### src/rtl/multiplicador_control.sv
// ---------------------------------------------------------------------------
// multiplicador_control
//
// Sequential shift-add unsigned multiplier controller. It holds the
// multiplier registers (M, C, A, Q, Cnt) and drives one shared external
// N-bit ripple Adder. The result is a 2N-bit product. A Start/Done
// handshake connects it to the CPU multiply unit.
//
// Ports:
//   Clk            rising-edge clock
//   Rst_n          asynchronous active-low reset
//   Start          request, sampled only while idle
//   Multiplicando  N-bit unsigned multiplicand, captured on accepted Start
//   Multiplicador  N-bit unsigned multiplier, captured on accepted Start
//   AdderA         to Adder OperandoA (accumulator register A)
//   AdderB         to Adder OperandoB (multiplicand register M)
//   AdderSoma      from Adder Soma, (N+1)-bit combinational A+M
//   Produto        registered 2N-bit product, held until the next Done
//   Busy           high in every state except IDLE
//   Done           one-cycle pulse when Produto updates
//
// Optional feature (macro MULT_EARLY_EXIT_EN):
//   When defined, CHECK detects that every remaining multiplier bit is zero.
//   It then jumps to FINISH, which does all remaining shifts in one cycle.
//   Products are unchanged and only latency shrinks. When the macro is
//   undefined, the FINISH state and the zero-detect logic are not built.
// ---------------------------------------------------------------------------
module multiplicador_control #(
  parameter int N = 4
) (
  input  logic             Clk,
  input  logic             Rst_n,
  input  logic             Start,
  input  logic [N-1:0]     Multiplicando,
  input  logic [N-1:0]     Multiplicador,
  output logic [N-1:0]     AdderA,
  output logic [N-1:0]     AdderB,
  input  logic [N:0]       AdderSoma,
  output logic [2*N-1:0]   Produto,
  output logic             Busy,
  output logic             Done
);

  localparam int CNT_W = (N > 1) ? $clog2(N) : 1;

  typedef enum logic [2:0] {
    S_IDLE   = 3'd0,
    S_CHECK  = 3'd1,
    S_ADD    = 3'd2,
    S_SHIFT  = 3'd3,
    S_DONE   = 3'd4
`ifdef MULT_EARLY_EXIT_EN
    ,
    S_FINISH = 3'd5
`endif
  } state_t;

  state_t             r_state;
  logic [N-1:0]       r_m;
  logic               r_c;
  logic [N-1:0]       r_a;
  logic [N-1:0]       r_q;
  logic [CNT_W-1:0]   r_cnt;
  logic [2*N-1:0]     r_produto;
  logic               r_busy;
  logic               r_done;

`ifdef MULT_EARLY_EXIT_EN
  // After Cnt shifts, only Q[N-1-Cnt:0] still holds unprocessed multiplier
  // bits. The upper Cnt bits of Q already hold low product bits.
  logic [N-1:0]       w_rem_mask;
  logic               w_rem_zero;
  logic [CNT_W:0]     w_shamt;
  logic [2*N:0]       w_finish_val;

  always_comb begin
    w_rem_mask   = '1;
    w_rem_mask   = w_rem_mask >> r_cnt;
    w_rem_zero   = ((r_q & w_rem_mask) == '0);
    w_shamt      = (CNT_W+1)'(N) - {1'b0, r_cnt};
    w_finish_val = {r_c, r_a, r_q} >> w_shamt;
  end
`endif

  always_ff @(posedge Clk or negedge Rst_n) begin
    if (!Rst_n) begin
      r_state   <= S_IDLE;
      r_m       <= '0;
      r_c       <= 1'b0;
      r_a       <= '0;
      r_q       <= '0;
      r_cnt     <= '0;
      r_produto <= '0;
      r_busy    <= 1'b0;
      r_done    <= 1'b0;
    end else begin
      r_done <= 1'b0;
      case (r_state)
        S_IDLE: begin
          if (Start) begin
            r_m     <= Multiplicando;
            r_q     <= Multiplicador;
            r_c     <= 1'b0;
            r_a     <= '0;
            r_cnt   <= '0;
            r_busy  <= 1'b1;
            r_state <= S_CHECK;
          end
        end
        S_CHECK: begin
`ifdef MULT_EARLY_EXIT_EN
          if (w_rem_zero)    r_state <= S_FINISH;
          else if (r_q[0])   r_state <= S_ADD;
          else               r_state <= S_SHIFT;
`else
          if (r_q[0]) r_state <= S_ADD;
          else        r_state <= S_SHIFT;
`endif
        end
        S_ADD: begin
          // Keep the adder carry out so the product cannot overflow.
          {r_c, r_a} <= AdderSoma;
          r_state    <= S_SHIFT;
        end
        S_SHIFT: begin
          {r_c, r_a, r_q} <= {1'b0, r_c, r_a, r_q[N-1:1]};
          r_cnt           <= r_cnt + CNT_W'(1);
          if (r_cnt == CNT_W'(N-1)) r_state <= S_DONE;
          else                      r_state <= S_CHECK;
        end
`ifdef MULT_EARLY_EXIT_EN
        S_FINISH: begin
          {r_c, r_a, r_q} <= w_finish_val;
          r_state         <= S_DONE;
        end
`endif
        S_DONE: begin
          r_produto <= {r_a, r_q};
          r_done    <= 1'b1;
          r_busy    <= 1'b0;
          r_state   <= S_IDLE;
        end
        default: begin
          r_busy  <= 1'b0;
          r_state <= S_IDLE;
        end
      endcase
    end
  end

  assign AdderA  = r_a;
  assign AdderB  = r_m;
  assign Produto = r_produto;
  assign Busy    = r_busy;
  assign Done    = r_done;

endmodule

### config.mk
export PLATFORM = sky130hd
export DESIGN_NAME = multiplicador_control
export DESIGN_NICKNAME = d
export VERILOG_FILES = /design/src/rtl/multiplicador_control.sv
export SDC_FILE = /design/constraint.sdc
export NUM_CORES = 1
export LEC_CHECK = 0
export BUFFER_PORTS_ARGS = -buffer_cell sky130_fd_sc_hd__clkbuf_2
export CAP_MARGIN = 15
export CELL_PAD_IN_SITES_DETAIL_PLACEMENT = 0
export CELL_PAD_IN_SITES_GLOBAL_PLACEMENT = 1
export CORE_MARGIN = 8
export CORE_UTILIZATION = 35
export CTS_CLUSTER_SIZE = 10
export DETAILED_ROUTE_END_ITERATION = 12
export PLACE_DENSITY = 0.84
export RECOVER_POWER = 25
export SLEW_MARGIN = 25
export SYNTH_ARGS = -nofsm -noshare
export SYNTH_HDL_FRONTEND = slang
export SYNTH_SLANG_ARGS = --single-unit
### constraint.sdc
create_clock -name Clk -period 1.3 [get_ports Clk]
set_input_delay 0.195 -clock Clk [delete_from_list [all_inputs] [get_ports Clk]]
set_output_delay 0.195 -clock Clk [all_outputs]
set_load 0.01 [all_outputs]
# After elaboration in Yosys (flattened, before gate mapping)
# Cells that the tools add are included.
[op_classes]
n_addsub = 1
n_eq_ne = 6
n_mux = 15
n_bitwise = 1
n_reduce_logical = 8
[op_table]
columns = ["op", "n"]
rows = [
  ["case mux 3 bit (4 select lines)", 1],
  ["case mux 4 bit (3 select lines)", 1],
  ["two-way mux 4 bit", 2],
  ["case mux 4 bit (2 select lines)", 1],
  ["AND reduction 2 bit", 4],
  ["equality test 3 x 2 -> 1 bit, second input constant", 2],
  ["two-way mux 3 bit", 2],
  ["two-way mux 1 bit", 4],
  ["case mux 2 bit (2 select lines)", 1],
  ["equality test 3 x 1 -> 1 bit, second input constant", 1],
  ["equality test 3 bit, second input constant", 1],
  ["logical NOT 3 bit", 1],
  ["case mux 1 bit (3 select lines)", 1],
  ["nonzero test 3 bit", 1],
  ["OR reduction 3 bit", 1],
  ["adder 2 x 1 -> 2 bit, second input constant", 1],
  ["equality test 2 bit, second input constant", 1],
  ["two-way mux 2 bit", 1],
  ["inequality test 2 bit, second input constant", 1],
  ["case mux 1 bit (2 select lines)", 1],
  ["nonzero test 2 bit", 1],
  ["NOT 1 bit", 1],
]
[totals]
reg_bits = 28
input_bits = 16
elab_cells = 40

# Longest topological paths before layout
# Gate-level depths: netlist of run 1.
[depth]
depth_word = 4
depth_mapped = 6
ltp_nobuf = 3

# Worst setup path before layout of run 1
# No wires, ideal clock.
[synth_timing]
path_type = "register to register"
start = "register r_state[1]"
end = "register r_m[0] (netlist: AdderB[0])"
setup_ns = 0.125
arrival_time_ns = 1.269
required_time_ns = 1.175
setup_slack_ns = -0.094
path_stages_with_launch = 5
cell_sequence = "dfrtp_1 > buf_2 > nor4b_2 > buf_4 > mux2_2"
[synth_via]
elab_chain_len = 2
[synth_rtl]
columns = ["item", "line_no", "source"]
rows = [
  ["from (decl)", "58", "state_t r_state;"],
  ["from (signal assigned)", "87", "r_state <= S_IDLE;"],
  ["from (signal assigned)", "107", "r_state <= S_CHECK;"],
  ["from (signal assigned)", "116", "if (r_q[0]) r_state <= S_ADD;"],
  ["logical NOT 3 bit", "98", "case (r_state)"],
  ["AND reduction 2 bit (no line)", "-", ""],
  ["to (signal assigned)", "101", "r_m <= Multiplicando;"],
  ["to (decl)", "59", "logic [N-1:0] r_m;"],
]
# Every way passes these cells.
# A chain may end at the register's enable or synchronous reset.

# Worst setup path in the final report of run 1
[layout_timing]
start = "register r_state[2]"
end = "register r_m[0] (netlist: AdderB[0])"
# The elaborated chain is that of the path after synthesis.

==> flow_summary.toml, run 1 <==
[place]
io_buffers = 33
dpl.cell_count = 177
place.gp.congestion = 0.718
dp_hpwl_mm = 1.93
placedInstanceArea_um2 = 1500

[sta]
skew_ns = 0.00173
unrepaired_setup_endpoints_after_global_routing = "yes"
worst-slew-pin-transition_ns = 0.726
post-route-min-period_ns = 1.37
final.hold.worst_slack_ns = 0.0969
final.period_utilization_pct = 105
report.final.setup_viol = 18
fmaxAchievable_mhz = 732
report.final.slew_viol_count = 0
hold_violations = 0
setup_ws_ns = -0.0654
final.setup.tns_ns = -0.761
slew_headroom_pct = 51.6

[status]
outcome = "complete, but fails checks"
violations = "negative setup slack"

[flow_run]
max_cap_violations = 0

[floorplanning]
floorplan.die.height_um = 73.6
core_area_um2 = 3260
die_area_um2 = 5420
initial_core_util_pct = 35.7
dieWidth_um = 73.6
number_of_top_level_pins = 34
std_cell_rows = 21

[routing]
num_vias = 859
first_pass_iters = 4
drt-total-wl_mm = 2.47
remaining_drc_errors = 0
detailedRoute.firstIterationViolations = 19
wl_per_cell_um = 13.4
viasPerCell = 4.67
postRouteAntennaNets = 0

[yosys]
synth_top_area_share_pct = 60.3
ys_top_cells_by_count = "dfrtp_1 (28), mux2_2 (13), o21ai_0 (9)"
cell_with_the_most_instances_after_synthesis = "dfrtp_1"
syn-num-nets = 107
synth.mux.area_fraction_pct = 16.0
ys_seq_elements = 28
synth_adder_area_share_pct = 1.08
postSynth.asyncResetShare_pct = 100
synth_compound_gate_area_share_pct = 9.26
synth_top_family_by_area = "multiplexers"
synth-xor-area-share_pct = 0.753
synth_simple_gate_area_share_pct = 8.40
synth_enable_flop_cells = 0
yosysUniqueCellTypes = 25
synth-seq-area-share_pct = 60.3
avgSynthCellArea_um2 = 12.9
synthDominantAreaCellType = "dfrtp_1"
ys.flop_type = "dfrtp_1"
yosys-top-cells-area = "dfrtp_1 (60%), mux2_2 (13%), o21ai_0 (3.9%)"
synth_area_um2 = 1160
ys_warnings = 0
synth_cells = 90

[layout]
flow.area_growth_from_synthesis_pct = 35.4
antenna-diode-count = 0
finalCoreUtilization_pct = 48.3
fin_area_um2 = 1570
final_layout_size_suffix_gt1_share_pct = 52.2
stdcell_count = 184
fin_nets = 156
fillers = 323
sequential_cell_area_um2 = 702
multi_input_area_um2 = 449

[power]
power-per-cell-area_nw_per_um2 = 2150
clock_power_share_pct = 12.0
p_int_mw = 2.24
sw_frac_of_total_pct = 34.0
p_sw_mw = 1.15
pwr-share-comb_pct = 45.2
cellLeakagePower_nw = 0.777
sequentialPowerShare_pct = 42.8
ir_drop_v = 0.000796

[global_routing]
grt_antenna_before_repair = 0
globalRouteTotalUtil_pct = 10.1
grt_max_degree = 16
gr-total-overflow = 0
grt_pass1_wl_mm = 4.17
grt_pass1_vias = 916

[min_path]
min_path_type = "in2reg"

[worst_setup_path]
startpoint_type = "flop"
cp_data_required_time_ns = 1.52
cp_max_fo = 10
crit_type = "reg2reg"
crit_path_max_incr_delay_ns = 0.43
path_cells = "nor4b_2 > buf_4 > mux2_4"
sort_of_element_at_the_end_of_the_critical_path = "flop"
crit_arrival_ns = 1.59
critPathSlowestCell = "dfrtp_1"

[clock_tree]
cts_root_buffer = "clkbuf_4"
insertion_delay_ns = 0.32
cts_tree = "done"
cts-buffers-inserted = 3
clock_sinks = 28
htree_num_levels = 1
path_clk_slew_ns = 0.14
cts.path.max_buffers = 2
power groups by stage:
stage	Combinational, mW	Clock, mW	Sequential, mW
finish	1.53	0.408	1.45
floorplan	0.879	0	1.49
CTS	1.54	0.440	1.45
global placement	1.45	0	1.44
detailed placement	1.48	0	1.46
global route	1.69	0.463	1.50
kinds of logic (layout without fill, tap and decap cells):
group,Yosys count,in the layout
flops,28,28
compound gates,17,17
mux,17,17
simple gates,15,15
buf+inv,11,59
fa+ha+maj,1,1
xor+xnor,1,1
what timing repair did:
action | in CTS | in global routing
hold buffers | 1 | 0
setup endpoints to repair | 21 | 22
endpoints found under the hold margin | 13 | 0
setup buffers | 2 | 0
resized for setup | 6 | 4
sequential cells by signal (all words and copies together), names as in the netlist:
| name | cells |
|---|---|
| Busy | 1 |
| r_state | 3 |
| r_cnt | 2 |
| Done | 1 |
| r_q | 4 |
| r_c | 1 |
| AdderB | 4 |
| Produto | 8 |
| AdderA | 4 |
metrics by stage:
step                total power, mW  setup WS (ns)
detailed placement             2.95        -0.0637
CTS                            3.43        -0.0799
floorplan                      2.37        -0.0622
global placement               2.89        -0.0420
finish                         3.39        -0.0654
global route                   3.65         -0.123
critical path, delay by kind of cell, from the launching register on:
family,cells,cell delay [ns]
mux,1,0.32
buf+inv,1,0.25
flops,1,0.43
simple gates,1,0.27
routing by layer:
metal  vias to the layer above  wire, um  GRT usage, %
met5                         -         0             0
met4                         0        23          4.66
met3                         2       136          3.14
met2                        25      1200          16.3
met1                       424      1110          11.7
li1                        408         -             -
worst paths after layout:
kind	to	cells past startpoint	startpoint	slack, ns
max	AdderB[0]	3	r_state[2]	-0.07
min	AdderB[2]	2	Multiplicando[2]	0.1
max reg2reg	AdderB[0]	3	r_state[2]	-0.07
min reg2reg	Busy	1	Busy	0.51
max in group asynchronous	r_state[1]	3	Rst_n	0.18
min in group asynchronous	AdderB[1]	2	Rst_n	0.43
final cells by class:
| type | count | share of cell area, % |
|---|---|---|
| flip-flops and latches | 28 | 44.6 |
| inverters | 6 | 1.43 |
| clock buffers | 4 | 2.31 |
| repair buffers | 49 | 19.5 |
| multi-input cells | 51 | 28.5 |
| well taps | 46 | 3.66 |
cells in the final DEF (no fill, tap or decap), types with 2 or more instances in the layout:
cell type,instances
nor2b_1,2
o21ai_1,8
nand2_1,5
buf_6,2
mux2_4,7
a22oi_1,3
buf_4,12
inv_1,5
mux2_2,6
mux2i_1,4
clkbuf_4,3
dfrtp_1,27
clkbuf_2,32
Note: power is estimated with default switching activity, not from simulation.
==> run 2, diff against run 1 <==
--- a/config.mk
+++ b/config.mk
@@ -6,7 +6,7 @@
 export NUM_CORES = 1
 export LEC_CHECK = 0
 export BUFFER_PORTS_ARGS = -buffer_cell sky130_fd_sc_hd__clkbuf_2
-export CAP_MARGIN = 15
+export CAP_MARGIN = 20
 export CELL_PAD_IN_SITES_DETAIL_PLACEMENT = 0
 export CELL_PAD_IN_SITES_GLOBAL_PLACEMENT = 1
 export CORE_MARGIN = 8
@@ -15,6 +15,7 @@
 export DETAILED_ROUTE_END_ITERATION = 12
 export PLACE_DENSITY = 0.84
 export RECOVER_POWER = 25
+export REMOVE_ABC_BUFFERS = 1
 export SLEW_MARGIN = 25
 export SYNTH_ARGS = -nofsm -noshare
 export SYNTH_HDL_FRONTEND = slang
==> run 2 against run 1 <==
  * The flow still finishes with violations (negative setup slack)
  * Final cell count increased by 1.6%
  * Non-clock buffer count grew 3
  * Fmax fell by 2.9%
  * Setup slack lost 0.041 ns
  * Via count increased by 2.1%
  * Sequential power barely moved
  * Sequential share of layout area shrank 3.3 points
  * Clock skew increased by 0.012 ns
==> flow_summary.toml, run 2 (synthesis results as in run 1) <==
[global_routing]
globalRouteTotalUtil_pct = 11.2
grt_pass1_wl_mm = 4.77
grt_pass1_vias = 1016
grt_antenna_before_repair = 0
gr-total-overflow = 0
grt_max_degree = 29

[sta]
worst-slew-pin-transition_ns = 0.679
report.final.slew_viol_count = 0
post-route-min-period_ns = 1.41
skew_ns = 0.0136
hold_violations = 0
unrepaired_setup_endpoints_after_global_routing = "yes"
fmaxAchievable_mhz = 711
final.period_utilization_pct = 108
report.final.setup_viol = 19
setup_ws_ns = -0.107
slew_headroom_pct = 54.7

[flow_run]
max_cap_violations = 0

[worst_setup_path]
critPathSlowestCell = "dfrtp_2"
cell_type_with_the_highest_occurrence_count_on_the_critical_path = "buf_6"
path_cells = "buf_6 > nor3_4 > buf_6 > mux2_4"
sort_of_element_at_the_end_of_the_critical_path = "flop"
cp_max_fo = 7
crit_arrival_ns = 1.64
startpoint_type = "flop"
cp_data_required_time_ns = 1.53
crit_type = "reg2reg"
crit_path_max_incr_delay_ns = 0.47

[floorplanning]
initial_core_util_pct = 35.7
dieWidth_um = 73.6
core_area_um2 = 3260
floorplan.die.height_um = 73.6
die_area_um2 = 5420
number_of_top_level_pins = 34
std_cell_rows = 21

[clock_tree]
cts-buffers-inserted = 3
cts_root_buffer = "clkbuf_4"
htree_num_levels = 1
path_clk_slew_ns = 0.15
cts_tree = "done"
clock_sinks = 28
insertion_delay_ns = 0.34
cts.path.max_buffers = 2

[layout]
stdcell_count = 187
multi_input_area_um2 = 517
max_ffs_per_register = 8
fin_area_um2 = 1700
commonest_non_fill_non_tap_cell_in_the_layout = "clkbuf_2"
sequential_cell_area_um2 = 702
flow.area_growth_from_synthesis_pct = 46.2
antenna-diode-count = 0
mostFrequentLayoutCells = "clkbuf_2 (34), dfrtp_1 (27), mux2_4 (13)"
finalCoreUtilization_pct = 52.2
final_layout_size_suffix_gt1_share_pct = 57.4
fillers = 296
fin_nets = 159

[place]
dpl.cell_count = 180
io_buffers = 33
dp_hpwl_mm = 2.00
place.gp.congestion = 0.745
placedInstanceArea_um2 = 1480

[power]
ir_drop_v = 0.000934
cellLeakagePower_nw = 0.829
final_total_power_mw = 3.79
power-per-cell-area_nw_per_um2 = 2230

[routing]
viasPerCell = 4.69
num_vias = 877
drt-total-wl_mm = 2.77
wl_per_cell_um = 14.8
remaining_drc_errors = 0
detailedRoute.firstIterationViolations = 44
postRouteAntennaNets = 0
first_pass_iters = 4

[status]
outcome = "complete, but fails checks"
violations = "negative setup slack"

[min_path]
min_path_type = "in2reg"
-- run 2: final timing paths --
kind	startpoint	end	slack (ns)	cells past startpoint
worst max-delay path	r_state[0]	Produto[1]	-0.11	4
worst min-delay path	AdderSoma[4]	r_c	0.05	3
worst max register to register	r_state[0]	Produto[1]	-0.11	4
worst min register to register	Busy	Busy	0.50	1
max in group asynchronous	Rst_n	r_state[0]	0.31	3
min in group asynchronous	Rst_n	r_q[3]	0.50	3
-- run 2: stage by stage --
stage	hold slack [ns]	setup slack, ns	setup TNS, ns
6_report	0.0463	-0.107	-1.15
5_1_grt	0.0509	-0.159	-2.53
4_1_cts	0.0537	-0.0739	-0.864
3_5_place_dp	0.217	-0.0642	-0.669
3_3_place_gp	0.204	-0.0490	-0.268
2_1_floorplan	-0.101	-0.486	-4.68
-- run 2: cell type report --
cell class	instances	area share, %
tap	46	3.39
inverter	6	1.47
multi-input combinational	51	30.4
clock inverter	1	1.77
timing repair buffer	52	20.3
clock buffer	3	1.33
sequential	28	41.3
-- run 2: report_power, final --
| part | switching (mW) | internal (mW) | leakage [nW] |
|---|---|---|---|
| sequential | 0.257 | 1.20 | 0.359 |
| clock | 0.258 | 0.312 | 0.0279 |
| combinational | 0.791 | 0.971 | 0.443 |
| total | 1.31 | 2.49 | 0.829 |
-- run 2: timing repair --
item	CTS	global route
pin swaps	3	8
endpoints found under the hold margin	28	0
gates resized for setup	32	14
buffers inserted	2	1
endpoints found under the setup margin	21	25
hold buffers	1	0
-- run 2: worst max-delay path, delay by kind of cell, from the launching register on --
family	cells	cell delay, ns
multiplexers	1	0.31
buffers and inverters	2	0.31
AND/OR/NAND/NOR	1	0.22
flip-flops	1	0.47
-- run 2: layer usage --
layer / global-route usage, % / vias to the layer above / wire length [um]
met5: 0 / - / 0
met4: 3.99 / 0 / 38
met3: 2.46 / 4 / 138
met2: 20.0 / 22 / 1460
met1: 12.8 / 437 / 1140
li1: - / 414 / -
